**config.mk**
```make
export PLATFORM = sky130hd
export DESIGN_NAME = rega_cont_ctrl
export DESIGN_NICKNAME = d
export VERILOG_FILES = /design/src/rtl/rega_pkg.sv /design/src/rtl/mod4_shadow.sv /design/src/rtl/rega_cont_ctrl.sv
export SDC_FILE = /design/constraint.sdc
export NUM_CORES = 1
export LEC_CHECK = 0
export CORE_MARGIN = 2
export CORE_UTILIZATION = 55
export DETAILED_ROUTE_END_ITERATION = 10
export PLACE_DENSITY = 0.8
export SYNTH_ARGS = -nofsm -noshare
export SYNTH_HDL_FRONTEND = slang
export SYNTH_HIERARCHICAL = 1
export SYNTH_SLANG_ARGS = --single-unit
```
**constraint.sdc**
```tcl
create_clock -name Clk -period 5.8 [get_ports Clk]
set_clock_uncertainty 0.1 [all_clocks]
set_input_delay 0.58 -clock Clk [delete_from_list [all_inputs] [get_ports Clk]]
set_output_delay 0.58 -clock Clk [all_outputs]
set_load 0.03 [all_outputs]
```
**src/rtl/rega_pkg.sv**
```systemverilog
// rega_pkg: shared types and constants for the irrigation phase-counter
// controller.
//   state_t     - controller FSM state encoding
//   ctrl_out_t  - bundle of the registered Moore outputs
//   CNT_PRESET  - value the counter is preset to when Pos3 is asserted
//   CNT_CLEAR   - value the counter holds when Pos0 is asserted
//   decode_out  - maps a state to its output bundle
package rega_pkg;

  typedef enum logic [2:0] {
    S_IDLE  = 3'd0,
    S_LOAD  = 3'd1,
    S_RUN   = 3'd2,
    S_DRAIN = 3'd3,
    S_DONE  = 3'd4,
    S_FAULT = 3'd5
  } state_t;

  typedef struct packed {
    logic y;
    logic pos0;
    logic pos3;
    logic valve;
    logic done;
    logic fault;
  } ctrl_out_t;

  localparam logic [1:0] CNT_PRESET = 2'd3;
  localparam logic [1:0] CNT_CLEAR  = 2'd0;

  function automatic ctrl_out_t decode_out(state_t s);
    ctrl_out_t o;
    o = '0;
    case (s)
      S_IDLE:  o.pos0 = 1'b1;
      S_LOAD:  o.pos3 = 1'b1;
      S_RUN:   o.valve = 1'b1;        // y stays 0: counter runs down
      S_DRAIN: o.pos0 = 1'b1;
      S_DONE:  begin o.done = 1'b1; o.pos0 = 1'b1; end
      S_FAULT: begin o.fault = 1'b1; o.pos0 = 1'b1; end
      default: o.pos0 = 1'b1;
    endcase
    return o;
  endfunction

endpackage

```
**src/rtl/mod4_shadow.sv**
```systemverilog
// mod4_shadow: expected-count model of the 2-bit down counter.
//   clk, rst_n - clock and asynchronous active-low reset (value resets to 0)
//   load       - load CNT_PRESET at the next edge
//   dec        - decrement mod 4 at the next edge
//   q          - count observed from the real counter
//   match      - high while q equals the shadow value
module mod4_shadow
  import rega_pkg::*;
(
  input  logic       clk,
  input  logic       rst_n,
  input  logic       load,
  input  logic       dec,
  input  logic [1:0] q,
  output logic       match
);

  logic [1:0] value;

  always_ff @(posedge clk or negedge rst_n) begin
    if (!rst_n) begin
      value <= CNT_CLEAR;
    end else if (load) begin
      value <= CNT_PRESET;
    end else if (dec) begin
      value <= value - 2'd1;
    end
  end

  assign match = (value == q);

endmodule

```
**src/rtl/rega_cont_ctrl.sv**
```systemverilog
// rega_cont_ctrl: command-side controller for the cont_mod4 phase counter.
// Opens the valve for Dur complete counter turns, checks every returned
// count against a shadow model and reports completion or a sticky fault.
//   Clk, Rstn        - clock, asynchronous active-low reset
//   Start, Stop, Dry - cycle request, abort (priority), soil-dry sensor
//   Dur              - turns to irrigate, captured on an accepted Start
//   Q1, Q0           - count fed back from the counter
//   Y, Pos0, Pos3    - counter direction, clear, preset-to-3
//   Valve, Done      - valve open, one-cycle completion pulse
//   Fault            - sticky feedback-mismatch flag
//
// state | meaning
// IDLE  | counter held clear, waiting for Start & Dry
// LOAD  | counter preset to 3
// RUN   | valve open, counter runs down, feedback checked every cycle
// DRAIN | valve closed, counter cleared; picks DONE or IDLE
// DONE  | one-cycle completion pulse
// FAULT | feedback mismatch seen; held until Stop
module rega_cont_ctrl
  import rega_pkg::*;
#(
  parameter int DUR_W = 8
)
(
  input  logic             Clk,
  input  logic             Rstn,
  input  logic             Start,
  input  logic             Stop,
  input  logic             Dry,
  input  logic [DUR_W-1:0] Dur,
  input  logic             Q1,
  input  logic             Q0,
  output logic             Y,
  output logic             Pos0,
  output logic             Pos3,
  output logic             Valve,
  output logic             Done,
  output logic             Fault
);

  state_t           state;
  state_t           state_nxt;
  ctrl_out_t        outs;
  logic [DUR_W-1:0] dur_q;
  logic [DUR_W-1:0] turns;
  logic [DUR_W-1:0] turns_inc_val;
  logic             done_flag;
  logic             cap;
  logic             inc;
  logic             done_set;
  logic             shadow_load;
  logic             shadow_dec;
  logic             match;
  logic [1:0]       q;

  assign q             = {Q1, Q0};
  assign turns_inc_val = turns + DUR_W'(1);

  mod4_shadow u_shadow (
    .clk   (Clk),
    .rst_n (Rstn),
    .load  (shadow_load),
    .dec   (shadow_dec),
    .q     (q),
    .match (match)
  );

  // Outputs are registered from the next state so they line up with state.
  always_ff @(posedge Clk or negedge Rstn) begin
    if (!Rstn) begin
      state <= S_IDLE;
      outs  <= decode_out(S_IDLE);
    end else begin
      state <= state_nxt;
      outs  <= decode_out(state_nxt);
    end
  end

  always_ff @(posedge Clk or negedge Rstn) begin
    if (!Rstn) begin
      dur_q     <= '0;
      turns     <= '0;
      done_flag <= 1'b0;
    end else if (cap) begin
      dur_q     <= Dur;
      turns     <= '0;
      done_flag <= 1'b0;
    end else begin
      if (inc)      turns     <= turns_inc_val;
      if (done_set) done_flag <= 1'b1;
    end
  end

  always_comb begin
    state_nxt   = state;
    cap         = 1'b0;
    inc         = 1'b0;
    done_set    = 1'b0;
    shadow_load = 1'b0;
    shadow_dec  = 1'b0;
    case (state)
      S_IDLE: begin
        if (Start && Dry && !Stop) begin
          cap       = 1'b1;
          state_nxt = (Dur == '0) ? S_DONE : S_LOAD;
        end
      end
      S_LOAD: begin
        if (Stop) begin
          state_nxt = S_DRAIN;
        end else begin
          // Counter is preset to 3 on this same edge; shadow follows.
          shadow_load = 1'b1;
          state_nxt   = S_RUN;
        end
      end
      S_RUN: begin
        shadow_dec = 1'b1;
        if (!match) begin
          state_nxt = S_FAULT;
        end else if (Stop) begin
          state_nxt = S_DRAIN;
        end else if (q == CNT_CLEAR) begin
          inc = 1'b1;
          if (turns_inc_val == dur_q) begin
            done_set  = 1'b1;
            state_nxt = S_DRAIN;
          end
        end
      end
      S_DRAIN: state_nxt = done_flag ? S_DONE : S_IDLE;
      S_DONE:  state_nxt = S_IDLE;
      S_FAULT: if (Stop) state_nxt = S_IDLE;
      default: state_nxt = S_IDLE;
    endcase
  end

  assign Y     = outs.y;
  assign Pos0  = outs.pos0;
  assign Pos3  = outs.pos3;
  assign Valve = outs.valve;
  assign Done  = outs.done;
  assign Fault = outs.fault;

endmodule

```
==> reports/results.ini <==
[placed_design]
dp_cells=194
hpwl_um=2320
place_congestion=0.832
portBuffers=19

[setup_path]
arrival_ns=2.55
r2r_start=state[0]$_DFF_PN0_
critPathCaptureType=flip-flop
worst-setup-path-type=input pin to flip-flop
reg2reg_depth=5
worstPathMaxFanout=15
critPathLaunchType=input pin
required_ns=5.92
regToRegSetupSlack_ns=3.57
reg2reg_to=turns[3]$_DFFE_PN0P_

[synth]
syn_area_um2=1520
ys.flop_type=dfrtp_1
yosysTopAreaCellShare_pct=42.8
synthCells=149
seq_area_frac_synth_pct=44.6
yosys_warnings=6
synth_area_leaders=dfrtp_1 43%, mux2_2 6.7%, xnor2_1 4.0%
ys_ff_latch=27
async_reset_ff_share_pct=100
synth-edff-count=0
synth.distinct_cells=44
synth_top_area_cell=dfrtp_1
syn_avg_cell_area_um2=10.2
mappedNetlistNets=165

[outcome]
status=finished, final reports clean

[layout]
ff_latch_area_um2=677
antennaDiodeCount=0
nNetsFinal=184
instances_no_fill=198
drive_above_1_share_pct=15.0
utilization_pct=64.5
fill_cells=229
area_growth_pct=14.0
multi_input_area_um2=777

[min_path]
hold_path.class=flip-flop to flip-flop
hp-start=done_flag$_DFFE_PN0P_
holdPathStages=2
hold_path_end=done_flag$_DFFE_PN0P_

[sta]
tightestPinTransition_ns=0.708
rsz0062_at_grt=no
finalCritPeriodShare_pct=41.8
hold_viol_final=0
setup_tns_ns=0
fmax_mhz=413
holdWs_ns=0.437
fin_crit_ns=2.42
setup_violations=0
slew_headroom_pct=52.7
slew_violations=0

[grt]
grt_pass1_wl_um=5380
grt_max_degree=28
grt_pass1_vias=1215
antenna_found_initial=0
grt.total_usage_pct=21.6
grt-ovfl-total=0

[clock_network]
cts_tree=built
clk_latency_ns=0.33
cts.path.max_buffers=2
post-cts-setup-buffers=0
cts_resized=0
cts_buffers=3
clk_pin_slew_ns=0.14
hold_buffers=0
cts_root_buffer=clkbuf_4
h-tree-depth=1
cts_num_sinks=27

[route]
wl_um=3050
drtAntennaViolNets=0
routed_via_density=5.98
drt-wirelength-per-cell_um=15.4
drt_iter0_drc=49
drc=0
num_vias=1185
drtPass1Iterations=4

[power]
peakVddDrop_uv=331
internal_power_mw=0.399
switching_share_pct=35.6
combPwrFrac_pct=38.1
p_clk_share_pct=13.1
power.density_nw_per_um2=357
switchingPower_mw=0.220
leakage_nw=0.718
fin_total_pwr_mw=0.619
p_seq_share_pct=48.8

[flow_run]
maxCapViolCount=0

[floorplanning]
die-area_um2=3200
design.core.area_um2=2690
die_w_um=56.6
initial_utilization_pct=56.5
rows=19
die_y_um=56.6
ios=21

[critical path, cell delays in order]
cell and delay [ns]:
clkdlybuf4s50_1 0.47, xor2_1 0.18, nor2_1 0.17, nand2b_1 0.11, or4_4 0.54, and2_4 0.24
o21ai_2 0.16, o31ai_2 0.08
[sequential cells by signal, summed over array words and instances (netlist names)]
register and cells:
dur_q 8, turns 8, state 3, u_shadow/value 2
Done 1, Fault 1, Pos0 1, Pos3 1
Valve 1, done_flag 1
[routing by layer]
metal  GRT usage, %  part of all wire (%)  routed length [um]  vias to the layer above
li1               -                     -                   -                      558
met4           8.84                   1.5                  47                        0
met5              0                     0                   0                        -
met2           37.0                    50                1530                       43
met3           3.46                   5.8                 178                        5
met1           26.8                    42                1290                      579
[cell type report]
cell class | instances | area share [%]
clock buffer | 4 | 1.52
multi-input combinational | 112 | 44.9
tap | 31 | 2.24
timing repair buffer | 20 | 11.4
sequential | 27 | 39.1
inverter | 4 | 0.867
[Yosys cell counts, types with 2 or more instances]
master	count
o21ai_0	2
nor4_1	2
nand2_1	9
o31ai_2	2
nor3_1	2
and3_1	2
o21a_1	2
o21ai_1	9
nor2_1	12
mux2_2	9
nor2b_1	6
or3_1	4
xnor2_1	7
a21oi_1	3
buf_6	3
dfrtp_1	26
xor2_1	6
nand2b_1	7
inv_1	4
nand3_1	6
o21ai_2	3
[cells by family after synthesis]
kind of cell    count (synthesis)  synth area share (%)
other cells                     1                 0.247
xor+xnor                       13                  7.50
mux                            10                  7.33
compound gates                 28                  13.7
flops                          27                  44.6
fa+ha+maj                       1                 0.824
simple gates                   59                  21.6
buf+inv                        10                  4.28
[worst max-delay path by stage]
stage,slack (ns),to,startpoint
after CTS,3.40,turns[3]$_DFFE_PN0P_,Q1
after global placement,3.11,turns[6]$_DFFE_PN0P_,Q1
after floorplan,3.69,turns[6]$_DFFE_PN0P_,Q1
final,3.38,turns[3]$_DFFE_PN0P_,Q1
after global routing,3.28,turns[3]$_DFFE_PN0P_,Stop
after detailed placement,3.04,turns[3]$_DFFE_PN0P_,Q1
[through the flow]
| stage | instance area (um2) | setup WS (ns) |
|---|---|---|
| 2_1_floorplan | 1520 | 3.69 |
| 3_3_place_gp | 1710 | 3.11 |
| 3_5_place_dp | 1710 | 3.04 |
| 4_1_cts | 1730 | 3.40 |
| 5_1_grt | 1730 | 3.28 |
| 6_report | 1730 | 3.38 |
[cells in the final DEF, fill, tap and decap left out, types with 6 or more instances in the layout]
cell	count
nand3_1	6
xor2_1	6
mux2_2	9
nand2b_1	7
nor2b_1	6
nor2_1	12
nand2_1	9
o21ai_1	9
xnor2_1	7
dfrtp_1	26
clkdlybuf4s50_1	19
[power by group through the flow]
| stage | sequential (mW) | clock (mW) | combinational [mW] |
|---|---|---|---|
| final | 0.302 | 0.0813 | 0.236 |
| after CTS | 0.301 | 0.0839 | 0.238 |
| after global placement | 0.300 | 0 | 0.228 |
| after detailed placement | 0.305 | 0 | 0.237 |
| after global routing | 0.310 | 0.0885 | 0.263 |
| after floorplan | 0.303 | 0 | 0.172 |
Power figures use the tool's default switching activity.
